### src/rtl/fft_agu_pkg.sv
// fft_agu_pkg
//   Shared definitions for the radix-2 DIT FFT address generation unit:
//   default transform length, FSM state encoding and a stage-width helper.
//   Optional feature macro used by fft_agu: AGU_STAGE_BARRIER_EN.
package fft_agu_pkg;

  localparam int FFT_SIZE_DEFAULT = 4096;

  typedef enum logic [2:0] {
    ST_IDLE    = 3'd0,
    ST_PRIME   = 3'd1,
    ST_RUN     = 3'd2,
    ST_BARRIER = 3'd3,
    ST_DONE    = 3'd4
  } agu_state_e;

  // Width of the stage index; never below one bit.
  function automatic int stage_width(input int log2n);
    return (log2n > 2) ? $clog2(log2n) : 1;
  endfunction

endpackage

### src/rtl/fft_agu_addr_calc.sv
// fft_agu_addr_calc
//   Combinational butterfly address math for stage s, butterfly j.
//   Ports:
//     i_s      stage index
//     i_j      butterfly index within the stage, 0..N/2-1
//     o_addr_a top-leg address: j with a zero bit inserted at position s
//     o_addr_b bottom-leg address: o_addr_a with bit s set
//     o_tw     twiddle ROM address: (j mod 2^s) << (TW_AW - s)
module fft_agu_addr_calc
  import fft_agu_pkg::*;
#(
  parameter int LOG2N = 12,
  parameter int SW    = stage_width(LOG2N),
  parameter int TW_AW = LOG2N - 1
) (
  input  logic [SW-1:0]    i_s,
  input  logic [TW_AW-1:0] i_j,
  output logic [LOG2N-1:0] o_addr_a,
  output logic [LOG2N-1:0] o_addr_b,
  output logic [TW_AW-1:0] o_tw
);

  logic [LOG2N-1:0]   w_half;
  logic [LOG2N-1:0]   w_j;
  logic [LOG2N-1:0]   w_pos;
  logic [LOG2N-1:0]   w_group;
  logic [2*LOG2N-1:0] w_pos_wide;

  assign w_half   = LOG2N'(1) << i_s;
  assign w_j      = {1'b0, i_j};
  assign w_pos    = w_j & (w_half - LOG2N'(1));
  assign w_group  = w_j >> i_s;
  assign o_addr_a = ((w_group << i_s) << 1) | w_pos;
  assign o_addr_b = o_addr_a | w_half;

  // pos << (TW_AW - s) written as (pos << TW_AW) >> s so the shift amount
  // never goes negative; pos < 2^s keeps the result inside TW_AW bits.
  assign w_pos_wide = {{LOG2N{1'b0}}, w_pos};
  assign o_tw       = TW_AW'((w_pos_wide << TW_AW) >> i_s);

endmodule

### src/rtl/fft_agu.sv
// fft_agu
//   Address generation unit for the in-place radix-2 DIT FFT. Walks all
//   LOG2N stages x FFT_SIZE/2 butterflies, one per handshake, and drives the
//   twiddle ROM address one cycle ahead so registered ROM data lines up with
//   bfly_valid.
//   Optional feature: define AGU_STAGE_BARRIER_EN to add the stage_clear
//   input and a BARRIER state between stages.
//   Ports:
//     clk, rst          clock, synchronous active-high reset
//     start             one-cycle pulse, accepted only in IDLE
//     busy, done        transform in progress / one-cycle completion pulse
//     bfly_valid/ready  butterfly handshake
//     addr_a, addr_b    data-memory addresses of the current butterfly
//     stage             current stage index
//     last_in_stage     current butterfly is the last of its stage
//     twiddle_addr      twiddle ROM address (1-cycle read latency)
//     stage_clear       (barrier build only) releases the inter-stage barrier
//
//   state   | meaning
//   IDLE    | waiting for start
//   PRIME   | one cycle to present tw(0,0) to the ROM
//   RUN     | butterfly presented, advances on fire
//   BARRIER | between stages, waits for stage_clear (barrier build only)
//   DONE    | one-cycle done pulse
module fft_agu
  import fft_agu_pkg::*;
#(
  parameter int FFT_SIZE = FFT_SIZE_DEFAULT,
  parameter int LOG2N    = $clog2(FFT_SIZE),
  parameter int TW_AW    = LOG2N - 1,
  parameter int SW       = stage_width(LOG2N)
) (
  input  logic             clk,
  input  logic             rst,
  input  logic             start,
  output logic             busy,
  output logic             done,
  output logic             bfly_valid,
  input  logic             bfly_ready,
`ifdef AGU_STAGE_BARRIER_EN
  input  logic             stage_clear,
`endif
  output logic [LOG2N-1:0] addr_a,
  output logic [LOG2N-1:0] addr_b,
  output logic [SW-1:0]    stage,
  output logic             last_in_stage,
  output logic [TW_AW-1:0] twiddle_addr
);

  localparam logic [TW_AW-1:0] J_LAST = {TW_AW{1'b1}};
  localparam logic [SW-1:0]    S_LAST = SW'(LOG2N - 1);

  agu_state_e       r_state;
  agu_state_e       w_next_state;
  logic [SW-1:0]    r_s;
  logic [SW-1:0]    w_ns;
  logic [TW_AW-1:0] r_j;
  logic [TW_AW-1:0] w_nj;
  logic             w_fire;
  logic             w_j_last;
  logic             w_s_last;
  logic [LOG2N-1:0] w_addr_a;
  logic [LOG2N-1:0] w_addr_b;
  logic [TW_AW-1:0] w_tw_cur;
  logic [TW_AW-1:0] w_tw_nxt;
  logic [LOG2N-1:0] w_unused_nxt_addr_a;
  logic [LOG2N-1:0] w_unused_nxt_addr_b;

  assign w_j_last = (r_j == J_LAST);
  assign w_s_last = (r_s == S_LAST);
  assign w_fire   = (r_state == ST_RUN) && bfly_ready;

  // Index after the current handshake. FFT_SIZE/2 is a power of two, so j
  // wraps to 0 on its own; the final butterfly wraps the stage back to 0 too,
  // leaving the counters at their idle value.
  always_comb begin
    w_nj = r_j + TW_AW'(1);
    w_ns = r_s;
    if (w_j_last) begin
      w_ns = w_s_last ? '0 : r_s + SW'(1);
    end
  end

  always_ff @(posedge clk) begin
    if (rst) begin
      r_s <= '0;
      r_j <= '0;
    end else if ((r_state == ST_IDLE) && start) begin
      r_s <= '0;
      r_j <= '0;
    end else if (w_fire) begin
      r_s <= w_ns;
      r_j <= w_nj;
    end
  end

  fft_agu_addr_calc #(.LOG2N(LOG2N), .SW(SW), .TW_AW(TW_AW)) u_cur (
    .i_s      (r_s),
    .i_j      (r_j),
    .o_addr_a (w_addr_a),
    .o_addr_b (w_addr_b),
    .o_tw     (w_tw_cur)
  );

  fft_agu_addr_calc #(.LOG2N(LOG2N), .SW(SW), .TW_AW(TW_AW)) u_nxt (
    .i_s      (w_ns),
    .i_j      (w_nj),
    .o_addr_a (w_unused_nxt_addr_a),
    .o_addr_b (w_unused_nxt_addr_b),
    .o_tw     (w_tw_nxt)
  );

  always_ff @(posedge clk) begin
    if (rst) begin
      r_state <= ST_IDLE;
    end else begin
      r_state <= w_next_state;
    end
  end

  always_comb begin
    w_next_state = r_state;
    case (r_state)
      ST_IDLE:  if (start) w_next_state = ST_PRIME;
      ST_PRIME: w_next_state = ST_RUN;
      ST_RUN: begin
        if (w_fire && w_j_last) begin
          if (w_s_last) begin
            w_next_state = ST_DONE;
          end else begin
`ifdef AGU_STAGE_BARRIER_EN
            w_next_state = ST_BARRIER;
`else
            w_next_state = ST_RUN;
`endif
          end
        end
      end
`ifdef AGU_STAGE_BARRIER_EN
      ST_BARRIER: if (stage_clear) w_next_state = ST_RUN;
`endif
      ST_DONE:  w_next_state = ST_IDLE;
      default:  w_next_state = ST_IDLE;
    endcase
  end

  // Addresses are driven only while a butterfly is presented. The twiddle
  // address is never gated: in PRIME and BARRIER the counters already hold
  // the next butterfly (j=0), whose twiddle is what the ROM must fetch.
  always_comb begin
    busy          = 1'b0;
    done          = 1'b0;
    bfly_valid    = 1'b0;
    last_in_stage = 1'b0;
    addr_a        = '0;
    addr_b        = '0;
    stage         = '0;
    twiddle_addr  = w_fire ? w_tw_nxt : w_tw_cur;
    case (r_state)
      ST_PRIME:   busy = 1'b1;
      ST_BARRIER: busy = 1'b1;
      ST_RUN: begin
        busy          = 1'b1;
        bfly_valid    = 1'b1;
        last_in_stage = w_j_last;
        addr_a        = w_addr_a;
        addr_b        = w_addr_b;
        stage         = r_s;
      end
      ST_DONE:    done = 1'b1;
      default:    busy = 1'b0;
    endcase
  end

endmodule

### config.mk
export PLATFORM = sky130hd
export DESIGN_NAME = fft_agu
export DESIGN_NICKNAME = d
export VERILOG_FILES = /design/src/rtl/fft_agu_pkg.sv /design/src/rtl/fft_agu_addr_calc.sv /design/src/rtl/fft_agu.sv
export SDC_FILE = /design/constraint.sdc
export NUM_CORES = 1
export LEC_CHECK = 0
export BUFFER_PORTS_ARGS = -buffer_cell sky130_fd_sc_hd__buf_2
export CORE_AREA = 3 3 102 104
export DETAILED_ROUTE_END_ITERATION = 8
export DIE_AREA = 0 0 105 107
export GPL_TIMING_DRIVEN = 0
export PLACE_DENSITY = 0.83
export SLEW_MARGIN = 0
export SYNTH_ARGS = -nofsm -noshare
export SYNTH_HDL_FRONTEND = slang
export SYNTH_HIERARCHICAL = 1
export SYNTH_SLANG_ARGS = --single-unit
### constraint.sdc
create_clock -name clk -period 4.2 [get_ports clk]
set_input_delay 0 -clock clk [delete_from_list [all_inputs] [get_ports clk]]
set_output_delay 0 -clock clk [all_outputs]
set_load 0.005 [all_outputs]
==> summary.md <==
| Metric | Value |
|---|---|
| Cell Area, Synth | `4250 µm²` |
| Filler cells | `1,014` |
| Final min period | `4.05 ns` |
| Die Ht | `107 µm` |
| Grt total ovfl | `0` |
| Critical Path Most Common Cell | `nand2_1` |
| Fin. Hold Viols | `0` |
| Pint | `0.279 mW` |
| Slew headroom | `56.3%` |
| Global-route track usage on met3 | `3.55%` |
| Syn Area/Cell | `6.62 µm²` |
| WS Path Type | `flip-flop to primary output` |
| Met1 GRT Util | `35.9%` |
| IO Pins | `47` |
| Worst path slowest cell | `dfxtp_2` |
| Initial Util | `44.1%` |
| Highest net fanout along the worst path | `11` |
| Least-Margin Pin Slew | `0.652 ns` |
| M2 GR Usage | `38.8%` |
| DRT Pass-1 Iters | `6` |
| Die area | `11,200 µm²` |
| Root Buffer | `clkbuf_8` |
| Max-cap violations | `0` |
| Port Buffers | `46` |
| Worst-path clk slew | `0.07 ns` |
| Crit start category | `flip-flop` |
| Clock Tree Buf Depth | `2` |
| Clock share of power | `37.0%` |
| Final ANT Viol Nets | `0` |
| Syn_nets | `650` |
| Crit-path cells | `nand3_1 -> or3_4 -> clkbuf_8 -> o21ai_2 -> o31ai_2 -> buf_6 -> buf_2 -> or3_1 -> nor2_1 -> inv_1 -> ha_2 -> clkbuf_4 -> nand2_1 -> nor2_1 -> a211o_1 -> a31oi_4 -> o21ai_0 -> nand2_1 -> nand2_1 -> buf_2` |
| Initial antenna violation count | `0` |
| CTS Buf Count | `3` |
| Fraction of layout cells with a size suffix above 1 | `23.2%` |
| Status | `completed` |
| H-Tree Depth | `1` |
| Post-route clock skew | `0.00335 ns` |
| Hold Crit Class | `input port to flip-flop` |
| Required time worst endpoint | `4.20 ns` |
| NumNets Final | `708` |
| Slew Limit Fails | `0` |
| Sw Share | `29.1%` |
| Syn Inst Count | `642` |
| Logic pwr share | `18.0%` |
| CTS tree | `done` |
| # diodes | `0` |
| # setup viols final | `0` |
| Final GP Congestion | `0.982` |
| Final HPWL from detailed placement | `10.8 mm` |
| Leakage | `2.04 nW` |
| Crit-path max cell delay | `0.51 ns` |
| Pwr Density | `80.9 nW/µm²` |
| Max Clk Rate | `247 MHz` |
| Largest net degree at the start of global routing | `13` |
| GRT busiest layer | `met2` |
| Syn-to-layout area delta | `14.2%` |
| Routed WL | `14.4 mm` |
| Switching pwr | `0.114 mW` |
| WL/cell | `17.4 µm` |
| Vias in the first global route | `4,606` |
| Chip width | `105 µm` |
| GRT Overall Usage | `24.8%` |
| DRC | `0` |
| First DRT Iteration DRCs | `539` |
| CORE AREA | `9640 µm²` |
| Cell family with most CP delay | `simple AND/OR/NAND/NOR gates` |
| First-pass GRT wire length | `23.4 mm` |
| Clk sinks | `18` |
| Row Count | `36` |
| Post-DP Area | `4650 µm²` |
| DR vias/cell | `6.21` |
| Yosys warns | `6` |
| Buf+Inv Stages, Crit Path | `6` |
| Pwr Total | `0.393 mW` |
| Worst skew pair latency | `0.26 ns` |
| Peak supply drop | `0.195 mV` |
| Period utilization | `96.5%` |
| Routed vias | `5,163` |
| CP Capture Type | `primary output` |
| Sequential power share | `45.0%` |
| Design Area, Final | `4850 µm²` |
| Critical Path AT | `4.05 ns` |
==> stage by stage <==
| stage | TNS (ns) | hold WS, ns | setup slack, ns | util (%) | std cells |
|---|---|---|---|---|---|
| floorplan | 0 | 0.0691 | 0.431 | - | 642 |
| global placement | -3.88 | 0.205 | -0.469 | 48.2 | 821 |
| detailed placement | -3.72 | 0.204 | -0.483 | 48.2 | 821 |
| CTS | 0 | 0.00500 | 0.0132 | 49.6 | 828 |
| global route | -0.0187 | 0.0245 | -0.00837 | 50.4 | 832 |
| finish | 0 | 0.0118 | 0.145 | 50.4 | 832 |
==> power by group through the flow <==
stage / clock, mW / sequential (mW) / combinational [mW]
floorplan: 0 / 0.181 / 0.0444
CTS: 0.146 / 0.177 / 0.0688
global placement: 0 / 0.184 / 0.0635
finish: 0.145 / 0.177 / 0.0707
global route: 0.153 / 0.177 / 0.0792
detailed placement: 0 / 0.184 / 0.0648
==> cell usage in the layout, fill, tap and decap left out, types with 5 or more instances in the layout <==
cell type   n
a211oi_1    6
a21o_1      5
a21oi_1    33
a22oi_1     8
a31oi_1    10
and2_1      9
and3_1     35
buf_1       5
buf_2      69
buf_4      11
buf_6      11
clkbuf_1   31
clkbuf_8    6
dfxtp_1     9
dfxtp_2     5
inv_1      13
mux2_2      6
nand2_1    92
nand2b_1   10
nand3_1    36
nand3b_1    5
nand4_1     9
nor2_1     41
nor2b_1    11
nor3_1     10
nor3b_1     5
o211ai_1   18
o21ai_0    31
o21ai_1     6
o22ai_1    10
xnor2_1    13
xor2_1      8
==> worst paths after layout <==
path               from  cells past startpoint  slack, ns         endpoint
min          bfly_ready                      3       0.01       r_state[2]
max              r_j[9]                     20       0.15  twiddle_addr[6]
max reg2reg      r_j[9]                      5       2.25           r_s[2]
min reg2reg      r_s[0]                      2       0.57           r_s[0]
==> flip-flops by register name, summed over array words and instances, names as in the netlist <==
name,count
r_state,3
r_j,11
r_s,4
==> tightest hold or removal path: stages <==
cell,delay (ns)
buf_2,0.11
inv_1,0.06
nor4b_1,0.05
==> metal layers <==
metal / wire, µm / vias to the layer above
li1: - / 2467
met1: 6450 / 2376
met2: 6390 / 290
met3: 1350 / 30
met4: 259 / 0
met5: 0 / -
==> final cells by class <==
type,count,area (µm²),area share (%)
Sequential cell,18,382,7.86
Multi-Input combinational cell,528,3440,70.8
Buffer,79,459,9.46
Timing Repair Buffer,54,293,6.03
Clock buffer,4,55.1,1.13
Inverter,16,60.1,1.24
Tap cell,133,166,3.43
==> repair_timing <==
action	4_1_cts	5_1_grt
hold buffers	1	0
pin swaps	1	2
setup endpoints to repair	11	11
endpoints found under the hold margin	3	0
resized for setup	19	11
buffers inserted	3	4
No activity file was read; power rests on OpenSTA's default activity.
